===== src/rtl/bridge_ctrl.sv =====
// CPU-to-peripheral bridge: N_DEV equal-stride device windows, IRQ mask register, registered reads.
// Optional error-address log at MASK_ADDR+4 when BRIDGE_ERRLOG_EN is defined.
module bridge_ctrl #(
    parameter int          N_DEV     = 2,
    parameter logic [31:0] BASE      = 32'h0000_7F00,
    parameter logic [31:0] STRIDE    = 32'h0000_0010,
    parameter int          WIN_BYTES = 12
) (
    input  logic                 clk,
    input  logic                 reset,
    input  logic [31:0]          PrAddr,
    input  logic [31:0]          PrWD,
    input  logic                 PrWE,
    input  logic                 PrRE,
    output logic [31:0]          PrRD,
    output logic                 PrRdy,
    output logic                 BusErr,
    output logic [31:0]          Dev_Addr,
    output logic [31:0]          Dev_WD,
    output logic [N_DEV-1:0]     Dev_WE,
    input  logic [32*N_DEV-1:0]  Dev_RD,
    input  logic [N_DEV-1:0]     Dev_IRQ,
    output logic [5:0]           HWInt
);

    localparam logic [31:0] MASK_ADDR = BASE + STRIDE * 32'(N_DEV);
    localparam logic [31:0] ERR_ADDR  = MASK_ADDR + 32'd4;

    // Valid/ready: a strobe (PrWE/PrRE) is accepted every cycle with no stall;
    // reads answer with a one-cycle PrRdy pulse one cycle later, unmapped
    // accesses answer with a one-cycle BusErr pulse one cycle later.

    logic [31:0]      w_addr;
    logic [N_DEV-1:0] w_slot_hit;
    logic [31:0]      w_slot_rd;
    logic             w_mask_hit;
    logic             w_err_hit;
    logic             w_mapped;
    logic             w_unmapped;
    logic [31:0]      w_rd_next;
    logic [5:0]       w_hwint_next;

    logic [31:0]      r_rd_q;
    logic             r_rdy;
    logic             r_buserr;
    logic [5:0]       r_hwint;
    logic [N_DEV-1:0] r_mask;
    logic [31:0]      r_err_addr;
    logic             r_errv;

    assign w_addr = {PrAddr[31:2], 2'b00};

    // Wrapping subtraction keeps the window test correct even when BASE is 0.
    for (genvar g = 0; g < N_DEV; g++) begin : g_slot
        localparam logic [31:0] SLOT_LO = BASE + STRIDE * 32'(g);
        assign w_slot_hit[g] = ((w_addr - SLOT_LO) < 32'(WIN_BYTES));
    end

    always_comb begin
        w_slot_rd = '0;
        for (int i = 0; i < N_DEV; i++) begin
            if (w_slot_hit[i]) begin
                w_slot_rd = Dev_RD[32*i +: 32];
            end
        end
    end

    assign w_mask_hit = (w_addr == MASK_ADDR);

`ifdef BRIDGE_ERRLOG_EN
    assign w_err_hit = (w_addr == ERR_ADDR);
`else
    assign w_err_hit = 1'b0;
`endif

    assign w_mapped   = (|w_slot_hit) | w_mask_hit | w_err_hit;
    assign w_unmapped = (PrWE | PrRE) & ~w_mapped;

    assign Dev_Addr = PrAddr;
    assign Dev_WD   = PrWD;
    assign Dev_WE   = PrWE ? w_slot_hit : '0;

    // Register reads see the pre-write value, so a simultaneous write is invisible to them.
    always_comb begin
        w_rd_next = '0;
        if (|w_slot_hit) begin
            w_rd_next = w_slot_rd;
        end else if (w_mask_hit) begin
            w_rd_next[N_DEV-1:0] = r_mask;
        end else if (w_err_hit) begin
            w_rd_next = r_err_addr;
        end
    end

    always_comb begin
        w_hwint_next = '0;
        w_hwint_next[N_DEV-1:0] = Dev_IRQ & r_mask;
    end

    always_ff @(posedge clk) begin
        if (reset) begin
            r_rd_q   <= '0;
            r_rdy    <= 1'b0;
            r_buserr <= 1'b0;
            r_hwint  <= '0;
            r_mask   <= '1;
        end else begin
            r_rdy    <= PrRE;
            r_buserr <= w_unmapped;
            r_hwint  <= w_hwint_next;
            if (PrRE) begin
                r_rd_q <= w_rd_next;
            end
            if (PrWE && w_mask_hit) begin
                r_mask <= PrWD[N_DEV-1:0];
            end
        end
    end

`ifdef BRIDGE_ERRLOG_EN
    // A fresh error wins over the clearing read so no fault is ever lost.
    always_ff @(posedge clk) begin
        if (reset) begin
            r_err_addr <= '0;
            r_errv     <= 1'b0;
        end else if (w_unmapped && (!r_errv || (PrRE && w_err_hit))) begin
            r_err_addr <= {PrAddr[31:2], PrWE, 1'b1};
            r_errv     <= 1'b1;
        end else if (PrRE && w_err_hit) begin
            r_err_addr <= '0;
            r_errv     <= 1'b0;
        end
    end
`else
    assign r_err_addr = '0;
    assign r_errv     = 1'b0;
`endif

    assign PrRD   = r_rd_q;
    assign PrRdy  = r_rdy;
    assign BusErr = r_buserr;
    assign HWInt  = r_hwint;

endmodule


===== config.mk =====
export PLATFORM = sky130hd
export DESIGN_NAME = bridge_ctrl
export DESIGN_NICKNAME = d
export VERILOG_FILES = /design/src/rtl/bridge_ctrl.sv
export SDC_FILE = /design/constraint.sdc
export NUM_CORES = 1
export LEC_CHECK = 0
export ABC_AREA = 1
export BUFFER_PORTS_ARGS = -buffer_cell sky130_fd_sc_hd__buf_2
export CAP_MARGIN = 0
export CORE_AREA = 2 2 92 94
export DETAILED_ROUTE_END_ITERATION = 12
export DIE_AREA = 0 0 94 96
export PLACE_DENSITY = 0.86
export SLEW_MARGIN = 5
export SYNTH_ARGS = -nofsm -noshare
export SYNTH_HDL_FRONTEND = slang
export SYNTH_SLANG_ARGS = --single-unit

===== constraint.sdc =====
create_clock -name clk -period 3.72 [get_ports clk]
set_input_delay 0.186 -clock clk [delete_from_list [all_inputs] [get_ports clk]]
set_output_delay 0.186 -clock clk [all_outputs]
set_load 0.005 [all_outputs]

# Word-level counts from Yosys, hierarchy flattened
# Index checks and enable logic that the tools add are counted.
dict set report totals {
  reg_bits 42
}
dict set report classes {
  n_mux 5
  bitwise 5
  addsub 2
  n_reduce_logical 2
  n_lt_le_gt_ge 2
  eq_ne 1
}
# cell n
set op_table {}
lappend op_table {{$mux W32} 3}
lappend op_table {{$lt A32 B4 Y1 const B} 2}
lappend op_table {{$sub A32 B15 Y32 const B} 2}
lappend op_table {{$eq A30 B13 Y1 const B} 1}
lappend op_table {{$mux W2} 2}
lappend op_table {{$and A2 B2 Y2} 1}
lappend op_table {{$or A1 B1 Y1} 2}
lappend op_table {{$reduce_or A2 Y1} 1}
lappend op_table {{$and A1 B1 Y1} 1}
lappend op_table {{$logic_and A1 B1 Y1} 1}
lappend op_table {{$not A1 Y1} 1}

# Logic depth before layout (Yosys ltp)
# Gate-level depths: netlist of the first run.
dict set report logic_depth {
  word_depth 6
  depth_mapped 18
  ltp_nobuf 16
}

# Least setup slack after synthesis of the first run
# OpenSTA, ideal clock, no wires.
dict set report synth_path {
  path_type {in2reg}
  start {input port PrAddr[7]}
  end {register r_rd_q[24] (netlist: PrRD[24])}
  cell_stages 13
  required_time_ps 3649
  t_arrival_ps 1802
  path_slack_ps 1847
  cell_sequence {nor2_1 > nand2_1 > nand3_2 > nand2_1 > xor2_1 > nor2_1 > nand2_1 > nor2_2 > nand2_2 > a21oi_4 > buf_6 > nand2_2 > a21oi_2}
}
dict set report synth_between {
  elab_chain_len 5
  word_cells_on_any_way 8
  classes_between {2 x add/sub; 2 x order compare; 3 x mux; 1 x reduce/logical}
}
# item line
set synth_rtl {}
lappend synth_rtl {{start: declaration} 11} ;# input logic [31:0] PrAddr,
lappend synth_rtl {{$sub A32 B15 Y32} 56} ;# assign w_slot_hit[g] = ((w_addr - SLOT_LO) < 32'(WIN_BYTES));
lappend synth_rtl {{$lt A32 B4 Y1} 56}
lappend synth_rtl {{$mux W32 (2 in a row)} 62} ;# if (w_slot_hit[i]) begin
lappend synth_rtl {{$mux W32 *} 86} ;# if (|w_slot_hit) begin
lappend synth_rtl {{end signal: assignment} 112} ;# r_rd_q <= w_rd_next;
lappend synth_rtl {{end: declaration} 43} ;# logic [31:0] r_rd_q;
# Mark *: on every way between the ends. The rest lies on a longest branch, timed or not.
# A chain may end at the register's enable or synchronous reset.

# Final worst setup path of the first run
dict set report layout_path {
  start {input port PrAddr[24]}
  end {register r_rd_q[17] (netlist: PrRD[17])}
}
# The elaborated chain is that of the path after synthesis.

==> flow_metrics.py, run 1 <==
metrics = {
    "global_route": {
        "grt_pass1_vias": 3407,
        "grt_usage_pct": 21.9,
        "grt_max_degree": 35,
        "antenna_found_initial": 0,
        "grt.overflow.total": 0,
        "grt_pass1_wl_um": 15900,
    },
    "timing": {
        "fin_crit_sh_pct": 62.3,
        "rsz0062_at_grt": "no",
        "period_minus_slack_ns": 2.32,
        "finalSetupViolCount": 0,
        "hold_violations": 0,
        "worst_slew_pin_slew_ns": 0.997,
        "skew_ns": 0.00448,
        "slew_viol_final": 0,
        "relSlewSlack_pct": 33.4,
        "finalSetupTns_ns": 0,
        "max_freq_ghz": 0.431,
    },
    "pwr": {
        "p_sw_uw": 262,
        "p_seq_share_pct": 43.4,
        "p_leak_uw": 0.00215,
        "combPwrFrac_pct": 20.0,
        "clkPwrFrac_pct": 36.6,
        "ir_drop_mv": 0.172,
        "power.density_mw_per_mm2": 227,
        "p_int_uw": 684,
        "swShare_pct": 27.7,
    },
    "final_layout": {
        "synthToLayoutAreaGrowth_pct": 13.5,
        "final_common_cell": "nand2_1",
        "final_nets": 844,
        "drive_gt1_share_pct": 34.6,
        "antenna_cells": 0,
        "final_cell_mix": "nand2_1 (188), buf_2 (171), nand3_1 (96), nor2_1 (61), dfxtp_1 (38)",
        "utilization_pct": 51.7,
        "nFillCells": 857,
    },
    "worst_setup_path": {
        "arrival_ns": 2.53,
        "cp_max_fo": 30,
        "critical_path_class": "primary input to flop",
        "r2r-end": "PrRD[1]",
        "cp_slowest_cell": "buf_4",
        "max_stage_delay_ns": 0.40,
        "crit_required_ns": 3.93,
        "path_cells": "buf_2, nor2_1, nand3_1, nor2_1, nand3_1, nand2_1, nand2_1, nor2_1, nand2_1, nor2_2, nand2_2, a21oi_4, buf_4, nand2_1, a21oi_1",
        "reg2reg_depth": 4,
        "r2r_start": "r_mask[1]",
        "critPathLaunchType": "primary input",
        "path_common_cell": "nand2_1",
        "rrSetupSlack_ns": 2.95,
        "endpoint_kind": "flop",
    },
    "detailed_routing": {
        "drt_pass1_iterations": 4,
        "drc_errors": 0,
        "via_count": 4091,
        "drtIter0Drc": 158,
        "postRouteAntennaNets": 0,
        "finalWirelength_um": 10800,
        "wl_per_cell_um": 13.2,
        "viasPerCell": 5.01,
    },
    "run": {
        "cap_violations": 0,
    },
    "yosys": {
        "synth_ff_type": "dfxtp_1",
        "synth_edf_count": 0,
        "ys_warn_count": 0,
        "syn_avg_cell_area_um2": 5.97,
        "ys_seq_elements": 38,
        "async_reset_ff_share_pct": 0,
        "syn_inst": 615,
        "yosysSeqAreaShare_pct": 20.7,
        "ys_types": 27,
        "synth_area_mm2": 0.00367,
    },
    "clock_tree": {
        "cts_num_sinks": 38,
        "clk_latency_ns": 0.28,
        "cts_made_buffers": 5,
        "cts_root_buf": "clkbuf_8",
        "postCtsHoldBufs": 0,
        "path_clk_slew_ns": 0.08,
        "cts_tree": "yes",
        "cts_resized": 0,
        "h-tree-depth": 2,
        "post-cts-setup-buffers": 0,
        "cts_buffer_depth": 2,
    },
    "placed_design": {
        "place.gp.congestion": 0.933,
        "hpwlAfterDp_um": 8380,
        "io_buffers": 171,
    },
    "status": {
        "outcome": "finished clean",
    },
    "hold_path": {
        "min_to": "HWInt[0]",
        "worstHoldStart": "Dev_IRQ[0]",
        "holdPathStages": 3,
        "hold_path_class": "primary input to flop",
    },
    "floorplan": {
        "fp.dieW_um": 94,
        "fp.coreArea_mm2": 0.00805,
        "dieArea_mm2": 0.00902,
        "ios": 240,
        "rows": 33,
        "start_util_pct": 45.6,
        "die_h_um": 96,
    },
}
## worst max path at each step
| stage | start | end | cells past startpoint |
|---|---|---|---|
| 2_1_floorplan | PrAddr[7] | PrRD[24] | 13 |
| 3_5_place_dp | PrAddr[24] | PrRD[17] | 15 |
| 4_1_cts | PrAddr[24] | PrRD[17] | 15 |
| 5_1_grt | PrAddr[24] | PrRD[15] | 15 |
| 3_3_place_gp | PrAddr[24] | PrRD[18] | 15 |
| 6_report | PrAddr[24] | PrRD[17] | 15 |
## metal layers
metal  GRT usage (%)  wire length (um)  share of wire [%]
met3            3.29              1110                 10
met2            37.4              4820                 45
met5               0                 0                  0
met1            28.1              4560                 42
met4            7.85               268                2.5
## synthesized netlist by cell type, drive strengths merged (4+ instances only)
library cell  count  area (um^2)
a21oi            32          246
buf              84          626
clkbuf            7         26.3
dfxtp            38          761
inv              38          143
nand2           215          875
nand3            97          490
nand4             7         43.8
nor2             72          305
o21ai            10         50.1
xor2              4         35.0
## logic make-up (layout without fill, tap and decap cells)
| logic type | Yosys count | in the layout | synth area share [%] |
|---|---|---|---|
| buffers and inverters | 129 | 222 | 21.7 |
| and+or+nand+nor | 398 | 398 | 47.9 |
| AOI/OAI and AO/OA | 45 | 45 | 8.70 |
| other | 1 | 4 | 0.102 |
| DFF | 38 | 38 | 20.7 |
| xor gates and xnor gates | 4 | 4 | 0.955 |
## metrics by stage
| stage | power [uW] | hold WS (ns) | instance area (um^2) | std cells | setup slack (ns) |
|---|---|---|---|---|---|
| final | 946 | 0.128 | 4160 | 816 | 1.40 |
| after global routing | 990 | 0.141 | 4160 | 816 | 1.15 |
| after CTS | 949 | 0.124 | 4160 | 816 | 1.45 |
| after detailed placement | 607 | 0.372 | 4060 | 808 | 1.15 |
| after global placement | 608 | 0.372 | 4060 | 808 | 1.15 |
| after floorplan | 554 | 0.307 | 3680 | 618 | 1.85 |
## flip-flops by register name (all words and copies together), names as in the netlist
signal,flops
PrRD,32
HWInt,2
r_mask,2
BusErr,1
PrRdy,1
## area by class of cell
cell class	instances	area [um^2]	share of cell area [%]
clock buffer	5	68.8	1.65
clock inverter	3	40.0	0.962
inverter	38	143	3.43
multi-input combinational	451	2130	51.1
sequential	38	761	18.3
tap	105	131	3.16
timing repair buffer	176	893	21.5
## worst max-delay path: cells and delay by family
family,cells,cell delay [ns]
buffers and inverters,2,0.54
and+or+nand+nor,11,1.50
AOI/OAI and AO/OA,2,0.30
## power groups by stage
stage          Sequential [uW]  Clock [uW]  Combinational (uW)
5_1_grt                    411         369                 210
2_1_floorplan              421           0                 133
4_1_cts                    411         351                 188
6_report                   411         346                 189
3_3_place_gp               420           0                 188
3_5_place_dp               420           0                 187
(Power assumes the default switching activity.)
==> run 2: changes to the inputs <==
--- a/config.mk
+++ b/config.mk
@@ -8,10 +8,10 @@
 export ABC_AREA = 1
 export BUFFER_PORTS_ARGS = -buffer_cell sky130_fd_sc_hd__buf_2
 export CAP_MARGIN = 0
-export CORE_AREA = 2 2 92 94
+export CORE_MARGIN = 1
+export CORE_UTILIZATION = 43
 export DETAILED_ROUTE_END_ITERATION = 12
-export DIE_AREA = 0 0 94 96
-export PLACE_DENSITY = 0.86
+export PLACE_DENSITY = 0.82
 export SLEW_MARGIN = 5
 export SYNTH_ARGS = -nofsm -noshare
 export SYNTH_HDL_FRONTEND = slang
==> constraint.sdc (replaced) <==
create_clock -name clk -period 2.25 [get_ports clk]
set_input_delay 0.1125 -clock clk [delete_from_list [all_inputs] [get_ports clk]]
set_output_delay 0.1125 -clock clk [all_outputs]
set_load 0.005 [all_outputs]
==> flow_metrics.py, run 2 (same netlist as run 1, synthesis figures left out) <==
metrics = {
    "clock_tree": {
        "clk_latency_ns": 0.28,
        "cts_tree": "yes",
        "cts_root_buf": "clkbuf_8",
        "cts_num_sinks": 38,
        "cts_made_buffers": 5,
        "post-cts-setup-buffers": 0,
        "cts_buffer_depth": 2,
        "path_clk_slew_ns": 0.07,
        "h-tree-depth": 2,
    },
    "pwr": {
        "power.density_mw_per_mm2": 389,
        "design_power_total_uw": 1700,
        "p_leak_uw": 0.00226,
        "ir_drop_mv": 0.237,
    },
    "timing": {
        "hold_violations": 0,
        "worst_slew_pin_slew_ns": 0.708,
        "max_freq_ghz": 0.483,
        "relSlewSlack_pct": 52.4,
        "whs_ns": 0.0456,
        "period_minus_slack_ns": 2.07,
        "fin_crit_sh_pct": 92.1,
        "finalSetupTns_ns": 0,
        "slew_viol_final": 0,
        "finalSetupViolCount": 0,
        "rsz0062_at_grt": "no",
        "skew_ns": 0.000403,
    },
    "floorplan": {
        "rows": 33,
        "fp.dieW_um": 94.4,
        "fp.coreArea_mm2": 0.00822,
        "ios": 240,
        "dieArea_mm2": 0.00890,
        "start_util_pct": 44.6,
        "die_h_um": 94.4,
    },
    "worst_setup_path": {
        "cp.depth": 13,
        "path_cells": "buf_2, nor2_1, nand2_1, nand3_2, nand2_1, xor2_1, nor2_1, nand2_1, nor2_2, nand2_2, buf_4, nor2_1, buf_2",
        "critical_path_class": "primary input to primary output",
        "reg2reg_depth": 4,
        "cp_max_fo": 9,
        "critPathLaunchType": "primary input",
        "crit_path_start": "PrAddr[7]",
        "r2r-end": "PrRD[0]",
        "cp_slowest_cell": "nand3_2",
        "max_stage_delay_ns": 0.23,
        "crit_required_ns": 2.14,
        "critical_path.endpoint": "Dev_WE[1]",
        "crit_family": "simple AND/OR/NAND/NOR gates",
        "arrival_ns": 1.96,
        "rrSetupSlack_ns": 1.50,
        "cp_num_buf_inv": 3,
        "endpoint_kind": "primary output",
        "r2r_start": "r_mask[0]",
    },
    "detailed_routing": {
        "drt_pass1_iterations": 5,
        "viasPerCell": 5.12,
        "via_count": 4272,
        "wl_per_cell_um": 13.2,
        "finalWirelength_um": 11100,
        "drc_errors": 0,
        "drtIter0Drc": 147,
        "postRouteAntennaNets": 0,
    },
    "global_route": {
        "grt.overflow.total": 0,
        "grt_pass1_wl_um": 16700,
        "grt_pass1_vias": 3592,
        "use_met3_pct": 4.35,
        "top_usage_layer": "met2",
        "met1_usage_pct": 28.9,
        "grt_max_degree": 34,
        "grt_usage_pct": 23.5,
        "grt_util_met2_pct": 39.7,
        "antenna_found_initial": 0,
    },
    "final_layout": {
        "final_common_cell": "nand2_1",
        "drive_gt1_share_pct": 36.7,
        "antenna_cells": 0,
        "largest_reg_flops": 32,
        "utilization_pct": 53.4,
        "final_cell_mix": "nand2_1 (187), buf_2 (171), nand3_1 (96), nor2_1 (59), dfxtp_1 (38)",
        "final_nets": 863,
        "synthToLayoutAreaGrowth_pct": 19.5,
    },
    "hold_path": {
        "holdPathStages": 3,
        "hold_path_class": "primary input to flop",
    },
    "run": {
        "cap_violations": 0,
    },
    "status": {
        "outcome": "finished clean",
    },
    "placed_design": {
        "hpwlAfterDp_um": 8590,
        "io_buffers": 171,
        "place.gp.congestion": 1.01,
    },
}
-- run 2: cell types whose count changed in the layout (fill, tap and decap cells not counted), moves of 2 or more --
cell	before	now
buf_4	5	21
buf_12	0	3
clkinv_2	2	0
nor2_1	61	59
-- run 2: stage by stage --
stage | area [um^2] | std cells | worst slack (ns)
CTS | 4370 | 835 | 0.170
finish | 4390 | 835 | 0.178
global placement | 4240 | 827 | 0.0297
floorplan | 3680 | 618 | 0.451
detailed placement | 4240 | 827 | -0.00260
global route | 4390 | 835 | 0.00485
-- run 2: power by group --
group / internal [uW] / switching, uW
clock: 444 / 246
combinational: 141 / 194
sequential: 678 / 1.78
total: 1260 / 442
-- run 2: worst reg2reg max path: stages, from the launching register on --
cell	delay, ns
dfxtp_1	0.35
nand3_1	0.10
nand3_1	0.13
nor2_1	0.04
nor2_1	0.07
-- run 2: repair_timing --
action	4_1_cts	5_1_grt
hold buffers	0	0
resized for setup	0	4
endpoints found under the setup margin	0	2
-- run 2: worst min path at each step --
stage                          start          end  slack (ns)
final                     Dev_IRQ[1]     HWInt[1]        0.05
after global routing      Dev_IRQ[1]     HWInt[1]        0.06
after CTS                 Dev_IRQ[1]     HWInt[1]        0.04
after detailed placement   PrAddr[0]  Dev_Addr[0]        0.23
after global placement     PrAddr[0]  Dev_Addr[0]        0.23
after floorplan           Dev_IRQ[0]     HWInt[0]        0.23
-- run 2: per-layer routing --
layer / up-vias / wire length (um)
met5: - / 0
met4: 0 / 313
met3: 29 / 1220
met2: 247 / 5110
met1: 1877 / 4400
li1: 2119 / -
-- run 2: layout make-up --
cell class                      count  area (um^2)
Tap cell                          105          131
Inverter                           38          143
Sequential cell                    38          761
Multi-Input combinational cell    451         2140
Clock inverter                      3         68.8
Clock buffer                        5         68.8
Fill cell                         882         3830
Timing Repair Buffer              195         1070
==> run 3: changes to the inputs <==
==> config.mk (replaced) <==
export PLATFORM = sky130hd
export DESIGN_NAME = bridge_ctrl
export DESIGN_NICKNAME = d
export VERILOG_FILES = /design/src/rtl/bridge_ctrl.sv
export SDC_FILE = /design/constraint.sdc
export NUM_CORES = 1
export LEC_CHECK = 0
export ABC_AREA = 1
export CORE_AREA = 2 2 94 96
export DETAILED_ROUTE_END_ITERATION = 12
export DIE_AREA = 0 0 96 98
export DONT_BUFFER_PORTS = 1
export SLEW_MARGIN = 5
export SYNTH_ARGS = -nofsm -noshare
export SYNTH_HDL_FRONTEND = slang
export SYNTH_SLANG_ARGS = --single-unit
==> flow_metrics.py, run 3 (same netlist as run 1, synthesis figures left out) <==
metrics = {
    "status": {
        "outcome": "finished clean",
    },
    "detailed_routing": {
        "finalWirelength_um": 10500,
        "drc_errors": 0,
        "viasPerCell": 5.40,
        "via_count": 3567,
        "wl_per_cell_um": 15.9,
        "drtIter0Drc": 134,
        "drt_pass1_iterations": 4,
        "postRouteAntennaNets": 0,
    },
    "timing": {
        "setup_slack_ns": 0.337,
        "slew_viol_final": 0,
        "finalSetupViolCount": 0,
        "period_minus_slack_ns": 1.91,
        "finalSetupTns_ns": 0,
        "hold_violations": 0,
        "relSlewSlack_pct": 48.0,
        "fin_crit_sh_pct": 85.0,
        "worst_slew_pin_slew_ns": 0.780,
        "skew_ns": 0.00155,
        "rsz0062_at_grt": "no",
        "max_freq_ghz": 0.523,
    },
    "pwr": {
        "ir_drop_mv": 0.299,
        "power.density_mw_per_mm2": 443,
        "p_leak_uw": 0.00149,
    },
    "global_route": {
        "grt_usage_pct": 21.2,
        "antenna_found_initial": 0,
        "grt_pass1_wl_um": 16000,
        "grt_pass1_vias": 3279,
        "grt_max_degree": 34,
        "grt.overflow.total": 0,
    },
    "worst_setup_path": {
        "cp_slowest_cell": "nor2_1",
        "crit_family": "simple AND/OR/NAND/NOR gates",
        "critPathLaunchType": "primary input",
        "arrival_ns": 1.80,
        "path_common_cell": "nand2_1",
        "critical_path_class": "primary input to primary output",
        "endpoint_kind": "primary output",
        "cp_max_fo": 5,
        "crit_required_ns": 2.14,
        "max_stage_delay_ns": 0.28,
        "path_cells": "nand2_1, nor2_1, nand3_1, nand2_1, nand2_1, nand2_1, nand2_1, nor2_1, nand2_1, nor2_2, nand2_2, buf_4, nor2_1",
        "cp_num_buf_inv": 1,
    },
    "placed_design": {
        "place.gp.congestion": 0.892,
        "hpwlAfterDp_um": 8090,
        "io_buffers": 0,
        "pre_cts_ws_ns": 0.0939,
        "placed_area_mm2": 0.00327,
    },
    "final_layout": {
        "nFillCells": 924,
        "final_cell_mix": "nand2_1 (188), nand3_1 (96), nor2_1 (61), dfxtp_1 (38), inv_1 (36)",
        "final_common_cell": "nand2_1",
        "antenna_cells": 0,
        "final_nets": 685,
        "synthToLayoutAreaGrowth_pct": -5.05,
        "largest_reg_flops": 32,
        "drive_gt1_share_pct": 14.7,
        "utilization_pct": 41.1,
        "fin_area_mm2": 0.00348,
    },
    "clock_tree": {
        "cts_buffer_depth": 2,
        "cts_num_sinks": 38,
        "cts_root_buf": "clkbuf_8",
        "cts_made_buffers": 5,
        "cts_resized": 0,
        "clk_latency_ns": 0.28,
        "h-tree-depth": 2,
        "cts_tree": "yes",
        "path_clk_slew_ns": 0.07,
    },
    "hold_path": {
        "hold_path_class": "primary input to flop",
    },
    "floorplan": {
        "fp.coreArea_mm2": 0.00847,
        "start_util_pct": 43.3,
        "fp.dieW_um": 96,
        "dieArea_mm2": 0.00941,
        "rows": 34,
        "die_h_um": 98,
        "ios": 240,
    },
    "run": {
        "cap_violations": 0,
    },
}
run 3: changes by cell type in the layout (fill, tap and decap cells not counted), sizes merged:
cell | previous run | this run
buf | 195 | 11
dlygate4sd3 | 0 | 6
run 3: power by group:
group / switching [uW] / total, uW / internal (uW)
clock: 254 / 698 / 444
sequential: 3.83 / 682 / 678
combinational: 109 / 165 / 56.1
run 3: layout make-up:
type                    instances  area [um^2]  share of cell area (%)
well taps                     108          135                    3.88
clock buffers                   5         68.8                    1.98
inverters                      38          143                    4.09
multi-input cells             451         2130                    61.1
repair buffers                 17          180                    5.17
clock inverters                 3         68.8                    1.98
flip-flops and latches         38          761                    21.8
run 3: layer usage:
metal,routed length (um),GRT usage (%),vias up,share of wire (%)
met5,0,0,-,0
met2,4970,36.3,161,47
li1,-,-,1756,-
met4,289,8.57,0,2.8
met3,947,4.55,30,9.0
met1,4280,25.1,1620,41
run 3: worst register-to-register path, delay by kind of cell, from the launching register on:
family	cells	cell delay (ns)
and+or+nand+nor	4	0.38
DFF	1	0.37
run 3: path summary, 6_finish.rpt:
check	start	to	slack, ns	depth (start not counted)
worst min register to register	r_mask[0]	HWInt[0]	0.45	2
worst max register to register	r_mask[1]	PrRD[1]	1.45	4
worst min-delay path	PrWE	r_mask[0]	0.01	2
worst max-delay path	PrAddr[12]	Dev_WE[0]	0.34	13
run 3: metrics by stage:
step / hold WS (ns) / power (uW) / instances
2_1_floorplan: 0.233 / 915 / 618
3_5_place_dp: 0.181 / 836 / 645
3_3_place_gp: 0.180 / 836 / 645
4_1_cts: 0.00217 / 1560 / 660
6_report: 0.0115 / 1540 / 660
5_1_grt: 0.0328 / 1600 / 660
run 3: what timing repair did:
action,4_1_cts,5_1_grt
hold endpoints to repair,35,0
buffers inserted,0,0
hold buffers,7,0
